`src/rtl/cmp_window_stats.sv`:
```
// Window statistics collector for the 4-bit comparator stage: counts the results per window,
// re-checks every result against a local golden compare and emits one summary record per window.
module cmp_window_stats #(
  parameter int WIN = 8,
  parameter int CW  = 8
) (
  input  logic          clk,
  input  logic          reset,
  input  logic          in_valid,
  output logic          in_ready,
  input  logic [3:0]    a,
  input  logic [3:0]    b,
  input  logic          ans1,
  input  logic          ans2,
  input  logic          flush,
  output logic          out_valid,
  input  logic          out_ready,
  output logic [CW-1:0] out_samples,
  output logic [CW-1:0] out_ugt_cnt,
  output logic [CW-1:0] out_sgt_cnt,
  output logic [CW-1:0] out_mis_cnt,
  output logic          out_err,
  output logic          err_sticky
);

  typedef enum logic {COLLECT = 1'b0, REPORT = 1'b1} state_t;

  state_t        state_q, state_d;
  logic          in_ready_q, in_ready_d;
  logic          out_valid_q, out_valid_d;
  logic [CW-1:0] samples_q, samples_d;
  logic [CW-1:0] ugt_q, ugt_d;
  logic [CW-1:0] sgt_q, sgt_d;
  logic [CW-1:0] mis_q, mis_d;
  logic          win_err_q, win_err_d;
  logic          err_sticky_q, err_sticky_d;
  logic [CW-1:0] out_samples_q, out_samples_d;
  logic [CW-1:0] out_ugt_q, out_ugt_d;
  logic [CW-1:0] out_sgt_q, out_sgt_d;
  logic [CW-1:0] out_mis_q, out_mis_d;
  logic          out_err_q, out_err_d;

  logic          accept;
  logic          golden_u, golden_s, chk_err, close;
  logic [CW-1:0] samples_inc, ugt_inc, sgt_inc, mis_inc;

  // in_ready_q is only ever high in COLLECT, so it alone qualifies an accept.
  assign accept   = in_valid & in_ready_q;
  assign golden_u = a > b;
  assign golden_s = $signed({a[3], a}) > $signed({b[3], b});
  assign chk_err  = accept & ((ans1 != golden_u) | (ans2 != golden_s));

  assign samples_inc = samples_q + CW'(accept);
  assign ugt_inc     = ugt_q + CW'(accept & ans1);
  assign sgt_inc     = sgt_q + CW'(accept & ans2);
  assign mis_inc     = mis_q + CW'(accept & (ans1 ^ ans2));

  // Flush on an empty window without a concurrent accept never produces a record.
  assign close = (state_q == COLLECT) &
                 ((accept & (samples_inc == CW'(WIN))) |
                  (flush & ((samples_q != '0) | accept)));

  always_comb begin
    state_d       = state_q;
    samples_d     = samples_q;
    ugt_d         = ugt_q;
    sgt_d         = sgt_q;
    mis_d         = mis_q;
    win_err_d     = win_err_q;
    err_sticky_d  = err_sticky_q;
    out_samples_d = out_samples_q;
    out_ugt_d     = out_ugt_q;
    out_sgt_d     = out_sgt_q;
    out_mis_d     = out_mis_q;
    out_err_d     = out_err_q;

    case (state_q)
      COLLECT: begin
        samples_d    = samples_inc;
        ugt_d        = ugt_inc;
        sgt_d        = sgt_inc;
        mis_d        = mis_inc;
        win_err_d    = win_err_q | chk_err;
        err_sticky_d = err_sticky_q | chk_err;
        if (close) begin
          out_samples_d = samples_inc;
          out_ugt_d     = ugt_inc;
          out_sgt_d     = sgt_inc;
          out_mis_d     = mis_inc;
          out_err_d     = win_err_q | chk_err;
          state_d       = REPORT;
        end
      end
      REPORT: begin
        if (out_valid_q & out_ready) begin
          samples_d = '0;
          ugt_d     = '0;
          sgt_d     = '0;
          mis_d     = '0;
          win_err_d = 1'b0;
          state_d   = COLLECT;
        end
      end
      default: state_d = COLLECT;
    endcase

    in_ready_d  = (state_d == COLLECT);
    out_valid_d = (state_d == REPORT);
  end

  always_ff @(posedge clk) begin
    if (reset) begin
      state_q       <= COLLECT;
      in_ready_q    <= 1'b0;
      out_valid_q   <= 1'b0;
      samples_q     <= '0;
      ugt_q         <= '0;
      sgt_q         <= '0;
      mis_q         <= '0;
      win_err_q     <= 1'b0;
      err_sticky_q  <= 1'b0;
      out_samples_q <= '0;
      out_ugt_q     <= '0;
      out_sgt_q     <= '0;
      out_mis_q     <= '0;
      out_err_q     <= 1'b0;
    end else begin
      state_q       <= state_d;
      in_ready_q    <= in_ready_d;
      out_valid_q   <= out_valid_d;
      samples_q     <= samples_d;
      ugt_q         <= ugt_d;
      sgt_q         <= sgt_d;
      mis_q         <= mis_d;
      win_err_q     <= win_err_d;
      err_sticky_q  <= err_sticky_d;
      out_samples_q <= out_samples_d;
      out_ugt_q     <= out_ugt_d;
      out_sgt_q     <= out_sgt_d;
      out_mis_q     <= out_mis_d;
      out_err_q     <= out_err_d;
    end
  end

  assign in_ready    = in_ready_q;
  assign out_valid   = out_valid_q;
  assign out_samples = out_samples_q;
  assign out_ugt_cnt = out_ugt_q;
  assign out_sgt_cnt = out_sgt_q;
  assign out_mis_cnt = out_mis_q;
  assign out_err     = out_err_q;
  assign err_sticky  = err_sticky_q;

endmodule

```
`config.mk`:
```
export PLATFORM = sky130hd
export DESIGN_NAME = cmp_window_stats
export DESIGN_NICKNAME = d
export VERILOG_FILES = /design/src/rtl/cmp_window_stats.sv
export SDC_FILE = /design/constraint.sdc
export NUM_CORES = 1
export LEC_CHECK = 0
export ABC_AREA = 0
export BUFFER_PORTS_ARGS = -buffer_cell sky130_fd_sc_hd__buf_2
export CELL_PAD_IN_SITES_DETAIL_PLACEMENT = 1
export CELL_PAD_IN_SITES_GLOBAL_PLACEMENT = 1
export CORE_UTILIZATION = 43
export DETAILED_ROUTE_END_ITERATION = 12
export PLACE_DENSITY_LB_ADDON = 0.1
export RECOVER_POWER = 25
export SLEW_MARGIN = 15
export SYNTH_ARGS = -nofsm -noshare
export SYNTH_HDL_FRONTEND = slang
export SYNTH_SLANG_ARGS = --single-unit
```
`constraint.sdc`:
```
create_clock -name clk -period 3.1 [get_ports clk]
set_clock_uncertainty 0.2 [all_clocks]
set_input_delay 0.62 -clock clk [delete_from_list [all_inputs] [get_ports clk]]
set_output_delay 0.62 -clock clk [all_outputs]
set_load 0.1 [all_outputs]
```
[Word-level counts from Yosys, hierarchy flattened]
Index checks and enable logic that the tools add are counted.
Storage, ports and cells
  bits in registers: 69
  word-level logic and storage cells: 52
  input bits: 15
  output and inout port bits: 36
Operators by class
  bitwise operators: 17
  reductions and logical operators: 2
  $add $sub $neg: 4
  equality and inequality tests: 4
  multiplexer cells: 10
  $lt $le $gt $ge: 2
Operator list (count)
  one-hot mux 8 bit (2 select lines): 4
  adder 8 x 1 -> 8 bit: 4
  bitwise AND 1 bit: 9
  equality test 8 x 4 -> 1 bit, second input constant: 1
  greater-than comparator 4 bit: 2
  two-way mux 8 bit: 1
  nonzero test 8 bit: 1
  OR 1 bit: 5
  one-hot mux 1 bit (2 select lines): 2
  two-way mux 1 bit: 3
  inequality test 1 bit: 2
  inequality test 2 x 1 -> 1 bit, second input constant: 1
  NOT 1 bit: 2
  AND reduction 2 bit: 1
  bitwise XOR 1 bit: 1

[Longest topological paths before layout]
Gate-level depths: netlist of run 1.
  word-level depth: 9
  mapped depth: 9
  mapped depth without buffers: 9

[Least setup slack after synthesis of run 1]
Ideal clock, no wire load.
  path kind: register -> register
  start: register in_ready_q, in the netlist in_ready
  end: register out_mis_q[2], in the netlist out_mis_cnt[2]
  arrival: 2.909 ns
  clock period less this slack: 3.189 ns
  setup slack: -0.089 ns
  path buffers: 2
  stages on the path, launching flop included: 10
  required time: 2.820 ns
  setup time: 0.080 ns
  cell sequence: dfxtp_1 -> and3_1 -> ha_1 -> nand3_1 -> xor2_1 -> nor4bb_1 -> clkbuf_1 -> clkbuf_1 -> a311oi_1 -> a211oi_2
Between the ends
  word-level cells in the longest chain between the ends: 7
  elaborated cells on any way between the ends: 11
  those cells by class: 2 x add/sub; 1 x eq/ne; 7 x bitwise; 1 x reduce/logical
RTL lines
  start: declaration: RTL line 29  | logic in_ready_q, in_ready_d;
  start signal: assignment: RTL line 129  | in_ready_q <= in_ready_d;
  bitwise AND 1 bit *: RTL line 48  | assign accept = in_valid & in_ready_q;
  adder 8 x 1 -> 8 bit: RTL line 53  | assign samples_inc = samples_q + CW'(accept);
  equality test 8 x 4 -> 1 bit: RTL line 60  | ((accept & (samples_inc == CW'(WIN))) |
  bitwise AND 1 bit: RTL line 60
  OR 1 bit: RTL line 60
  bitwise AND 1 bit: RTL line 59  | assign close = (state_q == COLLECT) &
  AND reduction 2 bit (no source line)
  end signal: assignment: RTL line 140  | out_mis_q <= out_mis_d;
  end: declaration: RTL line 40  | logic [CW-1:0] out_mis_q, out_mis_d;
Every way passes the cells marked *; elsewhere a longest branch is shown, timed or not.
A chain may end at the register's enable or synchronous reset.

[Worst setup path after layout of run 1]
  start: input port in_valid
  end: register out_samples_q[6], in the netlist out_samples[6]
Between the ends
  word-level cells in the longest chain between the ends: 7
  elaborated cells on any way between the ends: 9
  those cells by class: 1 x add/sub; 1 x eq/ne; 6 x bitwise; 1 x reduce/logical
RTL lines
  start: declaration: RTL line 9  | input logic in_valid,
  bitwise AND 1 bit *: RTL line 48
  adder 8 x 1 -> 8 bit: RTL line 53
  equality test 8 x 4 -> 1 bit: RTL line 60
  bitwise AND 1 bit: RTL line 60
  OR 1 bit: RTL line 60
  bitwise AND 1 bit: RTL line 59
  AND reduction 2 bit (no source line)
  end signal: assignment: RTL line 137  | out_samples_q <= out_samples_d;
  end: declaration: RTL line 37  | logic [CW-1:0] out_samples_q, out_samples_d;
Marks and branches as above.

==> results of run 1 <==
==> where the power goes <==
part	switching (W)	total (W)	leakage (nW)	internal (W)
Clock	0.000347	0.000738	0.0964	0.000392
Sequential	0.0000353	0.000968	0.561	0.000933
Combinational	0.000438	0.000567	0.832	0.000129
==> per-layer routing <==
metal	vias up	GRT usage, %	share of wire (%)
li1	1532	-	-
met4	0	7.16	1.1
met1	1509	30.9	51
met2	74	34.4	44
met3	9	5.09	4.4
met5	-	0	0
==> worst max-delay path: stages <==
cell      delay, ns
buf_2          0.13
and3_1         0.19
ha_1           0.22
xor2_1         0.19
nor3b_1        0.25
nor4bb_4       0.37
buf_4          0.33
a311oi_1       0.14
a211oi_1       0.25
==> placed cells by master, fill, tap and decap left out, types with 3 or more instances in the layout <==
cell type | netlist | final
a211oi_1 | 20 | 20
a21oi_1 | 15 | 15
a22oi_1 | 6 | 6
a311oi_1 | 22 | 22
a31oi_1 | 5 | 5
and3_1 | 10 | 10
buf_2 | 0 | 36
buf_4 | 0 | 9
clkbuf_1 | 25 | 16
clkbuf_8 | 0 | 10
dfxtp_1 | 69 | 67
ha_1 | 11 | 11
inv_1 | 7 | 7
mux2i_1 | 8 | 8
nand2_1 | 26 | 26
nand2b_1 | 26 | 26
nand3_1 | 10 | 10
nand3b_1 | 8 | 8
nor2_1 | 41 | 41
nor3_1 | 7 | 7
nor4_1 | 3 | 3
o21ai_0 | 11 | 11
o22a_1 | 15 | 15
xnor2_1 | 16 | 15
xor2_1 | 7 | 7
==> per-stage QoR <==
stage | power, W | worst slack [ns]
detailed placement | 0.00156 | 0.129
global route | 0.00238 | 0.233
global placement | 0.00155 | 0.266
finish | 0.00227 | 0.465
floorplan | 0.00145 | 0.269
CTS | 0.00229 | 0.476
==> cell type report <==
type,count,area (um2)
clock inverter,4,47.5
inverter,7,26.3
fill,951,3740
timing repair buffer,62,345
clock buffer,12,145
tap,102,128
sequential,69,1380
multi-input combinational,290,1990
==> flip-flops by register name (all words and copies together) (netlist names) <==
signal / count
win_err_q: 1
in_ready: 1
out_mis_cnt: 8
out_samples: 8
out_err: 1
mis_q: 8
out_sgt_cnt: 8
sgt_q: 8
samples_q: 8
err_sticky: 1
out_valid: 1
ugt_q: 8
out_ugt_cnt: 8
==> path summary, 6_finish.rpt <==
check | from | end | slack, ns | cells past startpoint
max | in_valid | out_samples[6] | 0.47 | 9
max reg2reg | samples_q[0] | out_samples[6] | 0.49 | 8
min reg2reg | err_sticky | err_sticky | 0.26 | 2
min | err_sticky | err_sticky | 0.26 | 2
==> logic make-up after synthesis <==
group | synth area share, %
AO/OA/AOI/OAI | 22.8
XOR/XNOR | 5.72
adder cells (fa/ha/maj) | 3.91
buffers and inverters | 5.01
flip-flops | 39.2
multiplexers | 2.27
AND/OR/NAND/NOR | 21.0
==> impl_metrics.env, run 1 <==
export IMPL_run_status="complete, no violations"
export IMPL_drt_first_pass_iters=5
export IMPL_port_buffers=50
export IMPL_final_max_slew_viol_count=0
export IMPL_p_leak_nw=1.49
export IMPL_yosysSeqAreaShare_pct=39.2
export IMPL_area_delta_synth_final_pct=15.4
export IMPL_ios=51
export IMPL_routed_wl_mm=8.96
export IMPL_grt_usage_pct=22.4
export IMPL_drc=0
export IMPL_final_util_pct=52.1
export IMPL_vias_per_cell=5.72
export IMPL_synth_seq_cells=69
export IMPL_ys_types=41
export IMPL_first_iter_violations=127
export IMPL_cts_root_buf="clkbuf_8"
export IMPL_yosys_area_top_type="dfxtp_1"
export IMPL_synth_most_common_cell="dfxtp_1"
export IMPL_maxCapViolations=0
export IMPL_fin_nets=465
export IMPL_clk_pin_slew_worst_paths_ns=0.07
export IMPL_synth_area_um2=3520
export IMPL_worst_pin_slew_ns=1.18
export IMPL_placed_cell_area_um2=3890
export IMPL_htreeDepth=3
export IMPL_place_inst=530
export IMPL_min_path_type="flip-flop to flip-flop"
export IMPL_grt_pass1_wl_mm=15.1
export IMPL_cts_buffers=9
export IMPL_cts_sinks=69
export IMPL_path_max_fanout=22
export IMPL_slew_headroom_pct=22.0
export IMPL_irDropWorstVdd_mv=0.230
export IMPL_cts_tree="yes"
export IMPL_fmax_mhz=380
export IMPL_startpoint_type="input port"
export IMPL_path_class="input port to flip-flop"
export IMPL_period_share_pct=85.0
export IMPL_antennaDiodeCount=0
export IMPL_drive_gt1_share_pct=17.1
export IMPL_powerDensity_nw_per_um2=559
export IMPL_routedWlPerCell_um=16.4
export IMPL_cts_resized=0
export IMPL_timing_critical_path_to_type="flip-flop"
export IMPL_syn_avg_cell_area_um2=8.89
export IMPL_yosysTopAreaCellShare_pct=39.2
export IMPL_rsz0062_at_grt="no"
export IMPL_ctsLongestPathBuffers=2
export IMPL_drtAntennaViolNets=0
export IMPL_gp_routability_congestion=0.761
export IMPL_whs_ns=0.257
export IMPL_async_flop_share_pct=0
export IMPL_dieArea_um2=8550
export IMPL_grt_ovfl_total=0
export IMPL_synth_ff_type="dfxtp_1"
export IMPL_crit_arrival_ns=2.70
export IMPL_yosys_top_cells_area="dfxtp_1 (39%), a311oi_1 (5.5%), nand2b_1 (4.6%)"
export IMPL_final_hold_violation_count=0
export IMPL_grt_max_degree=47
export IMPL_core_area_um2=7810
export IMPL_vias=3124
export IMPL_post_cts_buffers=0
export IMPL_die_w_um=92.5
export IMPL_antenna_found_initial=0
export IMPL_hpwl_mm=6.30
export IMPL_worstSkewPairLatency_ns=0.35
export IMPL_setup_viol=0
export IMPL_start_util_pct=45.1
export IMPL_grt_pass1_vias=3103
export IMPL_syn_num_nets=422
export IMPL_ctsHoldBuffers=0
export IMPL_fin_crit_ns=2.63
export IMPL_yosysWarnings=0
export IMPL_tns_ns=0
export IMPL_dieHeight_um=92.5
export IMPL_fin_area_um2=4060
export IMPL_synth_top_cells_by_count="dfxtp_1 (69), nor2_1 (41), nand2_1 (26), nand2b_1 (26), clkbuf_1 (25)"
export IMPL_synth_edff_count=0
export IMPL_postSynthCellCount=396
export IMPL_num_rows=32
export IMPL_fin_cells=546
export IMPL_required_ns=3.16
Power figures use the tool's default switching activity.
==> inputs of run 2 (changes only) <==
CORE_UTILIZATION = 39   (was 43)
clock period = 2.3 ns   (was 3.1 ns; I/O delays follow)
==> run 2 against run 1 <==
  * The flow now finishes with violations (setup timing)
  * Clock-buffer cell count is 1 lower
  * Combinational power is 55% higher
  * Power is 38% higher
  * Core utilization up 1.4 points
  * Sequential power grew 34%
  * Worst hold slack got worse by 0.0078 ns
  * Die area increased by 10%
  * Cell count increased by 9.0%
  * First-iteration DRC count is 7.1% lower
  * Cell area is 15% higher
  * Largest cell class unchanged
  * Largest power group unchanged
  * Highest routed layer unchanged
==> impl_metrics.env, run 2 (synthesis gave the netlist of run 1 again) <==
export IMPL_run_status="finished with violations"
export IMPL_violations="setup timing"
export IMPL_gp_routability_congestion=0.744
export IMPL_final_cell_mix="dfxtp_1 (64), buf_2 (49), buf_4 (44), nor2_1 (40)"
export IMPL_powerDensity_nw_per_um2=673
export IMPL_startpoint_type="flip-flop"
export IMPL_slowest_delay_ns=0.37
export IMPL_vias=3328
export IMPL_cts_sinks=69
export IMPL_drt_first_pass_iters=4
export IMPL_setup_viol=1
export IMPL_dieArea_um2=9410
export IMPL_port_buffers=50
export IMPL_placed_cell_area_um2=4300
export IMPL_path_max_fanout=5
export IMPL_slew_headroom_pct=66.2
export IMPL_pwr_share_seq_pct=41.6
export IMPL_p_total_w=0.00314
export IMPL_htreeDepth=3
export IMPL_crit_family="simple AND/OR/NAND/NOR gates"
export IMPL_fin_crit_ns=2.30
export IMPL_routedWlPerCell_um=17.5
export IMPL_grt_max_degree=40
export IMPL_path_cells="and3_4 -> ha_4 -> xor2_2 -> nor3b_2 -> nor4bb_4 -> buf_6 -> a31oi_4 -> buf_6 -> mux2i_1"
export IMPL_drive_gt1_share_pct=31.4
export IMPL_period_share_pct=100
export IMPL_crit_arrival_ns=2.37
export IMPL_vias_per_cell=5.59
export IMPL_core_area_um2=8720
export IMPL_worst_slack_ns=-0.00247
export IMPL_num_fill_cells=1017
export IMPL_fin_cells=595
export IMPL_path_class="flip-flop to flip-flop"
export IMPL_p_leak_nw=1.82
export IMPL_die_w_um=97.0
export IMPL_grt_usage_pct=22.3
export IMPL_clockPowerShare_pct=30.3
export IMPL_clk_pin_slew_worst_paths_ns=0.08
export IMPL_cp_common_cell="buf_6"
export IMPL_maxCapViolations=0
export IMPL_num_rows=34
export IMPL_final_max_slew_viol_count=0
export IMPL_irDropWorstVdd_mv=0.371
export IMPL_timing_critical_path_buf_inv=2
export IMPL_worstSkewPairLatency_ns=0.35
export IMPL_cts_tree="yes"
export IMPL_routed_wl_mm=10.4
export IMPL_area_delta_synth_final_pct=32.3
export IMPL_antennaDiodeCount=0
export IMPL_final_common_cell="dfxtp_1"
export IMPL_fmax_mhz=434
export IMPL_power_share_switching_pct=36.4
export IMPL_rsz0062_at_grt="yes"
export IMPL_timing_critical_path_to_type="flip-flop"
export IMPL_fin_area_um2=4660
export IMPL_antenna_found_initial=0
export IMPL_cts_root_buf="clkbuf_8"
export IMPL_ctsLongestPathBuffers=2
export IMPL_required_ns=2.36
export IMPL_cts_buffers=9
export IMPL_internal_power_w=0.00200
export IMPL_switchingPower_w=0.00114
export IMPL_hpwl_mm=7.15
export IMPL_drc=0
export IMPL_final_hold_violation_count=0
export IMPL_grt_pass1_vias=3357
export IMPL_power_frac_comb_pct=28.1
export IMPL_grt_pass1_wl_mm=16.9
export IMPL_place_inst=574
export IMPL_worst_pin_slew_ns=0.507
export IMPL_drtAntennaViolNets=0
export IMPL_whs_ns=0.249
export IMPL_grt_ovfl_total=0
export IMPL_crit_slowest_cell="dfxtp_4"
export IMPL_start_util_pct=40.4
export IMPL_ios=51
export IMPL_dieHeight_um=97.0
export IMPL_first_iter_violations=118
export IMPL_fin_nets=510
export IMPL_min_path_type="flip-flop to flip-flop"
## run 2: changes by cell type in the layout (fill, tap and decap cells not counted), moves of 3 or more
cell,before,now
clkbuf_1,16,2
buf_4,9,44
dfxtp_1,67,64
a211oi_2,2,5
buf_12,2,6
a211oi_1,20,17
buf_2,36,49
buf_6,0,5
## run 2: metal layers
layer	global-route usage, %	share of wire [%]	routed length [um]
met5	0	0	0
met4	8.61	2.1	223
met3	2.96	3.0	316
met2	37.5	48	4960
met1	28.8	47	4910
## run 2: worst paths after layout
check	endpoint	from	depth (start not counted)	slack, ns
worst max register to register	out_mis_cnt[0]	in_ready	9	-0.002
worst min register to register	err_sticky	err_sticky	2	0.25
worst min-delay path	err_sticky	err_sticky	2	0.25
worst max-delay path	out_mis_cnt[0]	in_ready	9	-0.002
## run 2: power groups by stage
stage	Combinational [W]	Clock, W	Sequential, W
2_1_floorplan	0.000261	0	0.00170
3_3_place_gp	0.000825	0	0.00133
3_5_place_dp	0.000841	0	0.00133
4_1_cts	0.000861	0.000964	0.00130
5_1_grt	0.000928	0.00102	0.00131
6_report	0.000881	0.000950	0.00130
## run 2: cell type report
type	count	area (um2)	share of cell area (%)
Multi-Input combinational cell	290	2130	45.7
Tap cell	108	135	2.90
Timing Repair Buffer	107	807	17.3
Inverter	7	26.3	0.564
Sequential cell	69	1390	29.8
Clock buffer	11	131	2.82
Clock inverter	3	40.0	0.859
## run 2: tightest hold or removal path: cells and delay by family, from the launching register on
kind / cells / cell delay (ns)
flip-flops: 1 / 0.31
buffers and inverters: 1 / 0.05
AO/OA/AOI/OAI: 1 / 0.05
## run 2: timing repair
item	in CTS	in global routing
gates resized for setup	15	14
pin swaps	3	9
gates cloned	1	1
setup buffers	1	4
endpoints found under the setup margin	23	30
endpoints found under the hold margin	0	0
hold buffers	0	0
## run 2: stage by stage
step | util [%] | TNS, ns | worst slack (ns)
6_report | 53.4 | -0.00247 | -0.00247
5_1_grt | 53.4 | -0.560 | -0.101
4_1_cts | 52.1 | -0.0134 | -0.00854
3_5_place_dp | 49.3 | -7.63 | -0.374
3_3_place_gp | 49.3 | -6.24 | -0.220
2_1_floorplan | - | -1.38 | -0.0512
==> inputs of run 3 (changes only) <==
CORE_UTILIZATION = 40   (was 39)
CTS_BUF_LIST = sky130_fd_sc_hd__clkbuf_8   (was default)
SKIP_LAST_GASP = 1   (was default)
==> run 3 against run 2 <==
  * The flow still finishes with violations (setup timing)
  * Critical path depth up 1
  * Cell area increased by 2.4%
  * Power increased by 9.0%
  * Global-route usage increased by 0.72 points
  * Sequential cell count did not move
  * Via count grew 0.78%
  * Maximum frequency shrank 3.6%
  * Largest cell class unchanged
  * Largest power group unchanged
==> impl_metrics.env, run 3 (synthesis gave the netlist of run 1 again) <==
export IMPL_run_status="finished with violations"
export IMPL_violations="setup timing"
export IMPL_rsz0062_at_grt="yes"
export IMPL_final_hold_violation_count=0
export IMPL_final_common_cell="dfxtp_1"
export IMPL_dieArea_um2=9180
export IMPL_maxCapViolations=0
export IMPL_port_buffers=50
export IMPL_setup_viol=26
export IMPL_slowest_delay_ns=0.38
export IMPL_path_max_fanout=7
export IMPL_core_area_um2=8380
export IMPL_path_cells="and3_4 -> ha_4 -> buf_4 -> nand3_2 -> xor2_2 -> nor4bb_4 -> buf_6 -> a31o_4 -> clkbuf_16 -> a211oi_1"
export IMPL_grt_pass1_vias=3283
export IMPL_worstSkewPairLatency_ns=0.36
export IMPL_startpoint_type="flip-flop"
export IMPL_worst_pin_slew_ns=0.520
export IMPL_dr_wl_met3_um=304
export IMPL_final_cell_mix="dfxtp_1 (65), buf_2 (49), buf_4 (44), nor2_1 (41)"
export IMPL_grt_ovfl_total=0
export IMPL_route_met2_wl_mm=5.14
export IMPL_die_w_um=95.8
export IMPL_routed_wl_mm=10.5
export IMPL_min_path_type="flip-flop to flip-flop"
export IMPL_worst_slack_ns=-0.0882
export IMPL_dieHeight_um=95.8
export IMPL_period_share_pct=104
export IMPL_cts_sinks=69
export IMPL_num_rows=33
export IMPL_vias=3354
export IMPL_gp_routability_congestion=0.836
export IMPL_grt_pass1_wl_mm=16.1
export IMPL_crit_arrival_ns=2.45
export IMPL_drive_gt1_share_pct=34.2
export IMPL_path_class="flip-flop to flip-flop"
export IMPL_tns_ns=-0.634
export IMPL_final_max_slew_viol_count=0
export IMPL_start_util_pct=42.0
export IMPL_fin_nets=511
export IMPL_p_leak_nw=1.85
export IMPL_htreeDepth=3
export IMPL_m1WireLength_mm=4.89
export IMPL_slew_headroom_pct=65.1
export IMPL_ctsLongestPathBuffers=2
export IMPL_first_iter_violations=96
export IMPL_crit_slowest_cell="dfxtp_4"
export IMPL_antenna_found_initial=0
export IMPL_routedWlPerCell_um=17.6
export IMPL_cts_tree="yes"
export IMPL_fin_crit_ns=2.39
export IMPL_ios=51
export IMPL_drc=0
export IMPL_hpwl_mm=6.71
export IMPL_required_ns=2.36
export IMPL_grt_usage_pct=23.0
export IMPL_cts_buffers=9
export IMPL_area_delta_synth_final_pct=35.5
export IMPL_p_total_w=0.00342
export IMPL_fmax_mhz=419
export IMPL_timing_critical_path_to_type="flip-flop"
export IMPL_vias_per_cell=5.65
export IMPL_grt_max_degree=70
export IMPL_highest_layer="met4"
export IMPL_cts_root_buf="clkbuf_8"
export IMPL_clk_pin_slew_worst_paths_ns=0.08
export IMPL_ctsHoldBuffers=0
export IMPL_irDropWorstVdd_mv=0.272
export IMPL_antennaDiodeCount=0
export IMPL_drt_first_pass_iters=4
export IMPL_powerDensity_nw_per_um2=716
export IMPL_drtAntennaViolNets=0
-- run 3: stage by stage --
step	worst slack [ns]	cells	hold WS (ns)	cell area (um2)	utilization, %
global route	-0.127	594	0.270	4770	56.9
CTS	-0.0413	589	0.254	4590	54.7
global placement	-0.170	572	0.231	4280	51.0
detailed placement	-0.223	572	0.242	4280	51.0
floorplan	-0.0512	396	0.265	3610	-
finish	-0.0882	594	0.247	4770	56.9
-- run 3: what timing repair did --
action                                  CTS  global route
pin swaps                                 3             4
gates cloned                              0             3
hold endpoints to repair                  0             0
resized for setup                        14            29
setup buffers                             2             2
endpoints found under the setup margin   19            38
-- run 3: cell type report --
cell class                      instances  area, um2
Fill cell                             988       3610
Multi-Input combinational cell        290       2180
Sequential cell                        69       1390
Timing Repair Buffer                  108        807
Tap cell                              105        131
Clock buffer                            9        124
Clock inverter                          6        111
Inverter                                7       26.3
-- run 3: worst paths after layout --
kind         startpoint  cells past startpoint  slack (ns)              to
max            in_ready                     10       -0.09  out_samples[4]
min          err_sticky                      2        0.25      err_sticky
max reg2reg    in_ready                     10       -0.09  out_samples[4]
min reg2reg  err_sticky                      2        0.25      err_sticky
-- run 3: worst max-delay path, delay by kind of cell (launching register included) --
family                   cells  cell delay (ns)
AND/OR/NAND/NOR              3             0.44
AO/OA/AOI/OAI                2             0.53
XOR/XNOR                     1             0.17
flip-flops                   1             0.38
adder cells (fa/ha/maj)      1             0.15
buffers and inverters        3             0.43
-- run 3: routing by layer --
metal | track usage (%) | vias to the layer above
met4 | 7.34 | 0
li1 | - | 1628
met5 | 0 | -
met1 | 29.7 | 1655
met3 | 4.42 | 13
met2 | 38.6 | 58
-- run 3: report_power, final --
group	switching, W	leakage (nW)	internal (W)
Combinational	0.000649	1.17	0.000254
Clock	0.000500	0.116	0.000716
Sequential	0.0000411	0.562	0.00126
Total	0.00119	1.85	0.00223
